File: src/rtl/hazard_pkg.sv
// rtl/hazard_pkg.sv - shared types and helpers for the pipeline hazard unit
// Contents: REG_W / REG_ZERO register-index constants, md_state_t for the
// mult/div tracker, and src_hit() which matches a destination register
// against the sources of the instruction in ID ($0 never matches).
package hazard_pkg;

  localparam int REG_W = 5;
  localparam logic [REG_W-1:0] REG_ZERO = '0;

  typedef enum logic {
    MD_IDLE = 1'b0,
    MD_BUSY = 1'b1
  } md_state_t;

  // True when r is a real (non-$0) register read by the ID instruction.
  function automatic logic src_hit(input logic [REG_W-1:0] r,
                                   input logic [REG_W-1:0] rs,
                                   input logic [REG_W-1:0] rt,
                                   input logic             uses_rt);
    return (r != REG_ZERO) && ((r == rs) || (uses_rt && (r == rt)));
  endfunction

endpackage

File: src/rtl/md_busy_tracker.sv
// rtl/md_busy_tracker.sv - tracks the in-flight window of the multi-cycle mult/div unit
// Ports:
//   clk, rst_n   clock, asynchronous active-low reset
//   start        mult/div launches from EX this cycle
//   md_busy      high for MD_LATENCY-1 cycles after the launch cycle
// A start seen while already busy is ignored (the ID stall prevents it).
module md_busy_tracker
  import hazard_pkg::*;
#(
  parameter int MD_LATENCY = 4
) (
  input  logic clk,
  input  logic rst_n,
  input  logic start,
  output logic md_busy
);

  localparam int CNT_W = $clog2(MD_LATENCY + 1);

  md_state_t        state_q, state_d;
  logic [CNT_W-1:0] cnt_q, cnt_d;

  always_ff @(posedge clk or negedge rst_n) begin
    if (!rst_n) begin
      state_q <= MD_IDLE;
      cnt_q   <= '0;
    end else begin
      state_q <= state_d;
      cnt_q   <= cnt_d;
    end
  end

  always_comb begin
    state_d = state_q;
    cnt_d   = cnt_q;
    case (state_q)
      MD_IDLE: begin
        if (start) begin
          state_d = MD_BUSY;
          cnt_d   = CNT_W'(MD_LATENCY - 1);
        end
      end
      MD_BUSY: begin
        // Last busy cycle when cnt reaches 1; HI/LO readable next cycle.
        if (cnt_q == CNT_W'(1)) begin
          state_d = MD_IDLE;
          cnt_d   = '0;
        end else begin
          cnt_d = cnt_q - CNT_W'(1);
        end
      end
      default: begin
        state_d = MD_IDLE;
        cnt_d   = '0;
      end
    endcase
  end

  assign md_busy = (state_q == MD_BUSY);

endmodule

File: src/rtl/hazard_unit.sv
// rtl/hazard_unit.sv - load-use, branch-in-ID and mult/div hazard detection with stall/flush control
// Optional feature macro: HAZARD_STATS_EN (saturating stall/flush counters;
// when undefined stat_* are tied to 0).
// Ports:
//   clk, rst_n                 clock, asynchronous active-low reset
//   D_rs, D_rt, D_usesRt       sources of the ID instruction
//   D_isBranch, D_branchTaken  ID branch and its resolved outcome
//   D_mdOp, D_readsHiLo        ID instruction needs the mult/div unit / HI-LO
//   X_writeReg, X_regWrite, X_memRead, X_mdStart   EX instruction info
//   M_writeReg, M_memRead      MEM instruction info
//   stall_F, stall_D, flush_X  hold PC, hold IF/ID, bubble into ID/EX
//   flush_D                    clear IF/ID on a resolved taken branch
//   md_busy                    mult/div in flight
//   stat_stalls, stat_flushes  statistics counters
module hazard_unit
  import hazard_pkg::*;
#(
  parameter int MD_LATENCY = 4,
  parameter int STAT_W     = 32
) (
  input  logic              clk,
  input  logic              rst_n,
  input  logic [REG_W-1:0]  D_rs,
  input  logic [REG_W-1:0]  D_rt,
  input  logic              D_usesRt,
  input  logic              D_isBranch,
  input  logic              D_branchTaken,
  input  logic              D_mdOp,
  input  logic              D_readsHiLo,
  input  logic [REG_W-1:0]  X_writeReg,
  input  logic              X_regWrite,
  input  logic              X_memRead,
  input  logic              X_mdStart,
  input  logic [REG_W-1:0]  M_writeReg,
  input  logic              M_memRead,
  output logic              stall_F,
  output logic              stall_D,
  output logic              flush_X,
  output logic              flush_D,
  output logic              md_busy,
  output logic [STAT_W-1:0] stat_stalls,
  output logic [STAT_W-1:0] stat_flushes
);

  logic x_hit, m_hit;
  logic load_use, br_haz, md_haz, stall;

  md_busy_tracker #(
    .MD_LATENCY(MD_LATENCY)
  ) u_md (
    .clk    (clk),
    .rst_n  (rst_n),
    .start  (X_mdStart),
    .md_busy(md_busy)
  );

  assign x_hit = src_hit(X_writeReg, D_rs, D_rt, D_usesRt);
  assign m_hit = src_hit(M_writeReg, D_rs, D_rt, D_usesRt);

  assign load_use = X_memRead && x_hit;
  // Branches compare in ID, so even an ALU result in EX is too late; a load
  // result is still too late while the load sits in MEM.
  assign br_haz   = D_isBranch && ((X_regWrite && x_hit) || (M_memRead && m_hit));
  assign md_haz   = md_busy && (D_mdOp || D_readsHiLo);
  assign stall    = load_use | br_haz | md_haz;

  assign stall_F = stall;
  assign stall_D = stall;
  assign flush_X = stall;
  // A stalled branch has not resolved yet; it flushes on its first free cycle.
  assign flush_D = D_isBranch && D_branchTaken && !stall;

`ifdef HAZARD_STATS_EN
  logic [STAT_W-1:0] stalls_q, flushes_q;

  always_ff @(posedge clk or negedge rst_n) begin
    if (!rst_n) begin
      stalls_q  <= '0;
      flushes_q <= '0;
    end else begin
      if (stall && (stalls_q != '1))
        stalls_q <= stalls_q + STAT_W'(1);
      if (flush_D && (flushes_q != '1))
        flushes_q <= flushes_q + STAT_W'(1);
    end
  end

  assign stat_stalls  = stalls_q;
  assign stat_flushes = flushes_q;
`else
  assign stat_stalls  = '0;
  assign stat_flushes = '0;
`endif

endmodule

File: config.mk
export PLATFORM = sky130hd
export DESIGN_NAME = hazard_unit
export DESIGN_NICKNAME = d
export VERILOG_FILES = /design/src/rtl/hazard_pkg.sv /design/src/rtl/md_busy_tracker.sv /design/src/rtl/hazard_unit.sv
export SDC_FILE = /design/constraint.sdc
export NUM_CORES = 1
export LEC_CHECK = 0
export ABC_CLOCK_PERIOD_IN_PS = 4100
export BUFFER_PORTS_ARGS = -buffer_cell sky130_fd_sc_hd__buf_2
export CORE_ASPECT_RATIO = 1.1
export CORE_MARGIN = 2
export CORE_UTILIZATION = 40
export CTS_BUF_LIST = sky130_fd_sc_hd__clkbuf_8
export CTS_CLUSTER_SIZE = 8
export DETAILED_ROUTE_END_ITERATION = 10
export PLACE_DENSITY = 0.89
export RECOVER_POWER = 100
export SYNTH_ARGS = -nofsm -noshare
export SYNTH_HDL_FRONTEND = slang
export SYNTH_HIERARCHICAL = 1
export SYNTH_SLANG_ARGS = --single-unit
File: constraint.sdc
create_clock -name clk -period 4.1 [get_ports clk]
set_input_delay 0.82 -clock clk [delete_from_list [all_inputs] [get_ports clk]]
set_output_delay 0.82 -clock clk [all_outputs]
set_load 0.02 [all_outputs]
Yosys cells after proc, flatten, opt, wreduce, memory -nomap -nowiden
Index checks and enable logic that the tools add are counted.
{"block": "word_totals", "register_bits": 4, "input_bits": 31, "out_inout_bits": 69, "elab_cells": 36}
{"block": "classes", "add_sub_neg": 1, "n_eq_ne": 6, "n_mux": 6, "bitwise_logic": 3, "n_reduce_logical": 18}
{"op": "5-bit equality test", "n": 4}
{"op": "1-bit logical AND", "n": 11}
{"op": "5-bit nonzero test", "n": 2}
{"op": "3-bit two-way mux", "n": 2}
{"op": "3-bit one-hot mux with 2 select lines", "n": 1}
{"op": "1-bit logical OR", "n": 4}
{"op": "3-bit by 1-bit equality test with 1-bit output, second input constant", "n": 1}
{"op": "3-bit by 1-bit subtractor with 3-bit output, second input constant", "n": 1}
{"op": "1-bit two-way mux", "n": 2}
{"op": "2-bit != test, second input constant", "n": 1}
{"op": "1-bit bitwise OR", "n": 2}
{"op": "1-bit one-hot mux with 2 select lines", "n": 1}
{"op": "1-bit zero test", "n": 1}
{"op": "1-bit NOT", "n": 1}

Logic depth before layout (Yosys ltp)
{"block": "logic_depth", "depth_word": 11, "ltp_mapped": 6, "mapped_depth_nobuf": 5}

Cells and area by module
Netlist, hierarchy kept.
{"mod": "hazard_unit", "instances": 1, "cells_each": 106, "area_per_inst_um2": 793.3, "seq_area_each_um2": 0.0}
{"mod": "md_busy_tracker", "instances": 1, "cells_each": 17, "area_per_inst_um2": 198.9, "seq_area_each_um2": 100.1}

Worst setup path after synthesis
OpenSTA, ideal clock, no wires.
{"block": "synth_timing", "path_type": "input to output", "from": "input X_writeReg[1]", "to": "output flush_D", "arrival_ns": 2.040, "required_ns": 3.280, "setup_slack_ns": 1.240, "stages": 4, "path_buffers": 0, "path_cell_list": "or4_1 -> nor2_1 -> o31ai_2 -> nor3_1"}
{"block": "synth_via", "elab_chain_cells": 11, "word_cells_on_any_way": 14, "classes_between": "eq/ne (2); bitwise (2); reduce/logical (10)"}
{"item": "start: declaration", "line_no": "hazard_unit.sv:30", "text": "input logic [REG_W-1:0] X_writeReg,"}
{"item": "5-bit equality test", "line_no": "hazard_pkg.sv:20", "text": "return (r != REG_ZERO) && ((r == rs) || (uses_rt && (r == rt)));"}
{"item": "1-bit logical AND", "line_no": "hazard_pkg.sv:20"}
{"item": "1-bit logical OR", "line_no": "hazard_pkg.sv:20"}
{"item": "1-bit logical AND *", "line_no": "hazard_pkg.sv:20"}
{"item": "1-bit logical AND", "line_no": "hazard_unit.sv:63", "text": "assign br_haz = D_isBranch && ((X_regWrite && x_hit) || (M_memRead && m_hit));"}
{"item": "1-bit logical OR", "line_no": "hazard_unit.sv:63"}
{"item": "1-bit logical AND", "line_no": "hazard_unit.sv:63"}
{"item": "1-bit bitwise OR * (2 in series)", "line_no": "hazard_unit.sv:65", "text": "assign stall = load_use | br_haz | md_haz;"}
{"item": "1-bit zero test *", "line_no": "hazard_unit.sv:71", "text": "assign flush_D = D_isBranch && D_branchTaken && !stall;"}
{"item": "1-bit logical AND *", "line_no": "hazard_unit.sv:71"}
{"item": "end: declaration", "line_no": "hazard_unit.sv:39", "text": "output logic flush_D,"}
Mark *: on every way between the ends. The rest lies on a longest branch, timed or not.

Worst setup path in the final report
{"block": "layout_timing", "from": "input X_writeReg[4]", "to": "output stall_F"}
{"block": "layout_via", "elab_chain_cells": 9, "word_cells_on_any_way": 12, "classes_between": "eq/ne (2); bitwise (2); reduce/logical (8)"}
{"item": "5-bit equality test", "line_no": "hazard_pkg.sv:20"}
{"item": "1-bit logical AND", "line_no": "hazard_pkg.sv:20"}
{"item": "1-bit logical OR", "line_no": "hazard_pkg.sv:20"}
{"item": "1-bit logical AND *", "line_no": "hazard_pkg.sv:20"}
{"item": "1-bit logical AND", "line_no": "hazard_unit.sv:63"}
{"item": "1-bit logical OR", "line_no": "hazard_unit.sv:63"}
{"item": "1-bit logical AND", "line_no": "hazard_unit.sv:63"}
{"item": "1-bit bitwise OR * (2 in series)", "line_no": "hazard_unit.sv:65"}
{"item": "end: declaration", "line_no": "hazard_unit.sv:36", "text": "output logic stall_F,"}
Marks and branches as above.

==> metrics <==
final layout net count between 150 and 200; logic gate share of total power approximately 56%; share of cells above drive strength 1 between 20% and 30%; setup tns final 0 ns; largest family of logic cells by synthesized area buffers and inverters; Tcrit/Tclk final approximately three quarters; simple logic cell fraction of the synthesized area ~9.0%; post-detailed-placement cell area about 950 um2; multiplexer share of the synthesized area under 10%; Die Outline Area between 0.002 and 0.003 mm2; number of synthesized flops with an enable pin 0; share of power burned in the clock network a little under a quarter; GRT Total Usage 10.7%; class of the tightest hold or removal check in -> async; Post-CTS Hold Fix Bufs 0; switching share of total power between 40% and 50%; Yosys Warn Count 6; synthesized area divided by synthesized cell count about 8.1 um2; distinct cell type count of the synthesized netlist 27; worst-skew pair later-pin latency 0.22 ns; data required time of the critical path about 3.3 ns; number of antenna violations at the first check in global routing 0; via count of the first global-routing pass roughly 500; Power Internal 0.188 mW; Hold Violations, Final 0; standard-cell row count 18; post-synthesis compound-gate area fraction roughly 8.7%; clock-pin slew on the worst setup and hold paths approximately 0.030 ns; Synth Cell Area 992 um2; total of max-cap violations 0; number of CTS-inserted buffers 3; Layout Area Growth over Synthesis -1.51%; mean routed wirelength per cell approximately 9.2 um; number of buffers on the longest clock path 2; post-CTS setup-driven buffer insertion count 0; gate count after technology mapping about 120; global-route wire length before repair approximately 2300 um; vias per cell roughly 3.8; PostCTS Resize Cnt 0; setup repair after global routing missed its margin no; leftover overflow at the end of global routing 0; maximum level of the CTS H-tree 1; count of buffers from port buffering 35; maximum VDD drop about 0.00016 V; TritonCTS clock tree yes; final weighted congestion of routability-driven global placement 0.760; Die Ht roughly 56 um; largest net degree at the start of global routing 8; run status completed; die boundary width about 51 um; clock root buffer master sky130_fd_sc_hd__clkbuf_8; minimum period implied by the final worst setup slack approximately 3.1 ns; wirelength, routed 1740 um; fraction of synthesized cell area taken by the top area cell type approximately 50%; share of flip-flops with an asynchronous set or reset between 90% and 100%; switching power around 0.17 mW; Most used DFF post-synth sky130_fd_sc_hd__dfrtp_1; vias after detailed routing around 710; area share of fa/ha/maj cells after synthesis between 2 and 3%; Finish-stage setup viols 0; Synth area leaders sky130_fd_sc_hd__buf_4 (50%), sky130_fd_sc_hd__xor2_1 (14%), sky130_fd_sc_hd__dfrtp_1 (10%); power share of the sequential group 20.7%; endpoint kind of the worst setup timing path output pin; cell area power density roughly 360 mW/mm2; biggest cell delay along the critical path 0.30 ns; antenna diode count 0; count of unresolved DRC violations after routing 0; initial drt markers 1; worst setup skew after layout 0.00121 ns; Initial DRT Pass Iterations 3; synthesized-area fraction occupied by xor and xnor cells between 10% and 20%; antenna-violating nets left 0; Leak between 0.5 and 0.6 nW; sequential cell area fraction in the yosys report approximately a tenth; cell taking the most area after synthesis sky130_fd_sc_hd__buf_4; nature of the critical path startpoint primary input; clock sinks 4; number of storage elements in the synthesis netlist 4; detailed-placement wirelength estimate around 1600 um; Max Transition Viols Final 0; placeable core region about 0.0023 mm2; initial core utilization a little over two fifths; top fanout value on the critical path 3; worst-path cell with the longest stage delay sky130_fd_sc_hd__nor4_2; critical path arrival approximately 2.3 ns; Crit Path Category in -> out; CP cell instances buf_2, xor2_1, nor4_2, a32oi_1, o31ai_2, a21o_1, clkbuf_1; post-layout instance area 977 um2; Fmax achieved approximately 330 MHz; IO Count 100
[cell type report]
type	instances	area (um2)
multi-input combinational	114	623
clock buffer	3	41.3
inverter	2	7.51
tap	30	37.5
sequential	4	100
timing repair buffer	35	168
fill	275	1320
[Yosys cell counts (2+ instances only)]
master                    instances
sky130_fd_sc_hd__buf_4           66
sky130_fd_sc_hd__xor2_1          16
sky130_fd_sc_hd__dfrtp_1          4
sky130_fd_sc_hd__xnor2_1          4
sky130_fd_sc_hd__a21oi_1          3
sky130_fd_sc_hd__nor3_1           3
sky130_fd_sc_hd__ha_1             2
sky130_fd_sc_hd__inv_1            2
sky130_fd_sc_hd__nand3_1          2
sky130_fd_sc_hd__nor2_1           2
sky130_fd_sc_hd__o21ai_0          2
sky130_fd_sc_hd__or4_1            2
[path summary, 6_finish.rpt]
kind,startpoint,end,slack (ns),cells after the start
hold reg to reg,u_md/cnt_q[1],u_md/cnt_q[1],0.56,2
setup reg to reg,u_md/cnt_q[1],u_md/cnt_q[0],3.01,5
setup / recovery,X_writeReg[4],stall_F,1.03,7
max in group asynchronous,rst_n,u_md/cnt_q[1],3.47,1
hold / removal,rst_n,u_md/cnt_q[0],0.44,1
min in group clk,u_md/cnt_q[1],u_md/cnt_q[1],0.56,2
[sequential cells by signal, summed over array words and instances (netlist names)]
signal,count
u_md/md_busy,1
u_md/cnt_q,3
[layer usage]
layer,share of wire (%),GRT usage [%],vias to the layer above
met2,59,20.5,51
li1,-,-,340
met4,1.7,5.64,0
met3,10,1.61,4
met5,0,0,-
met1,29,10.4,314
[power by group through the flow]
stage | clock [mW] | combinational (mW) | sequential (mW)
after floorplan | 0 | 0.205 | 0.0760
after global placement | 0 | 0.197 | 0.0735
after detailed placement | 0 | 0.203 | 0.0747
after CTS | 0.0851 | 0.204 | 0.0741
after global routing | 0.0873 | 0.219 | 0.0758
final | 0.0817 | 0.199 | 0.0733
[cell usage in the layout, fill, tap and decap left out]
cell,Yosys,final
sky130_fd_sc_hd__conb_1,1,64
sky130_fd_sc_hd__buf_2,0,29
sky130_fd_sc_hd__xor2_1,16,16
sky130_fd_sc_hd__clkbuf_1,0,6
sky130_fd_sc_hd__xnor2_1,4,4
sky130_fd_sc_hd__dfrtp_1,4,4
sky130_fd_sc_hd__nor3_1,3,3
sky130_fd_sc_hd__a21oi_1,3,3
sky130_fd_sc_hd__nor2_1,2,3
sky130_fd_sc_hd__clkbuf_8,0,3
sky130_fd_sc_hd__nand3_1,2,2
sky130_fd_sc_hd__or4_1,2,2
sky130_fd_sc_hd__o21ai_0,2,2
sky130_fd_sc_hd__inv_1,2,2
sky130_fd_sc_hd__ha_1,2,2
sky130_fd_sc_hd__nor4_1,1,1
sky130_fd_sc_hd__nor4_2,1,1
sky130_fd_sc_hd__a32oi_1,1,1
sky130_fd_sc_hd__o31ai_2,1,1
sky130_fd_sc_hd__a21o_1,1,1
sky130_fd_sc_hd__nand2_1,1,1
sky130_fd_sc_hd__nor2b_1,1,1
sky130_fd_sc_hd__a22oi_1,1,1
sky130_fd_sc_hd__nand2b_1,1,1
sky130_fd_sc_hd__mux2i_1,1,1
sky130_fd_sc_hd__a22o_1,1,1
sky130_fd_sc_hd__o21a_1,1,1
sky130_fd_sc_hd__a21oi_2,1,1
[through the flow]
step	hold slack (ns)	total power [mW]	worst slack [ns]	cells	util, %
after floorplan	0.520	0.281	1.24	186	-
after global placement	0.535	0.271	1.17	185	41.2
after detailed placement	0.561	0.278	1.12	185	41.2
after CTS	0.403	0.363	1.11	188	43.0
after global routing	0.453	0.382	0.879	188	42.5
final	0.435	0.354	1.03	188	42.5
[critical path, delay by kind of cell]
family / cells / cell delay, ns
xor gates and xnor gates: 1 / 0.17
buffers and inverters: 2 / 0.36
AOI/OAI and AO/OA: 3 / 0.61
and+or+nand+nor: 1 / 0.30
[logic make-up after synthesis]
family / count (synthesis)
other cells: 1
compound gates: 12
buf+inv: 68
flops: 4
simple gates: 15
mux: 1
fa+ha+maj: 2
xor+xnor: 20
(Power assumes the default switching activity.)
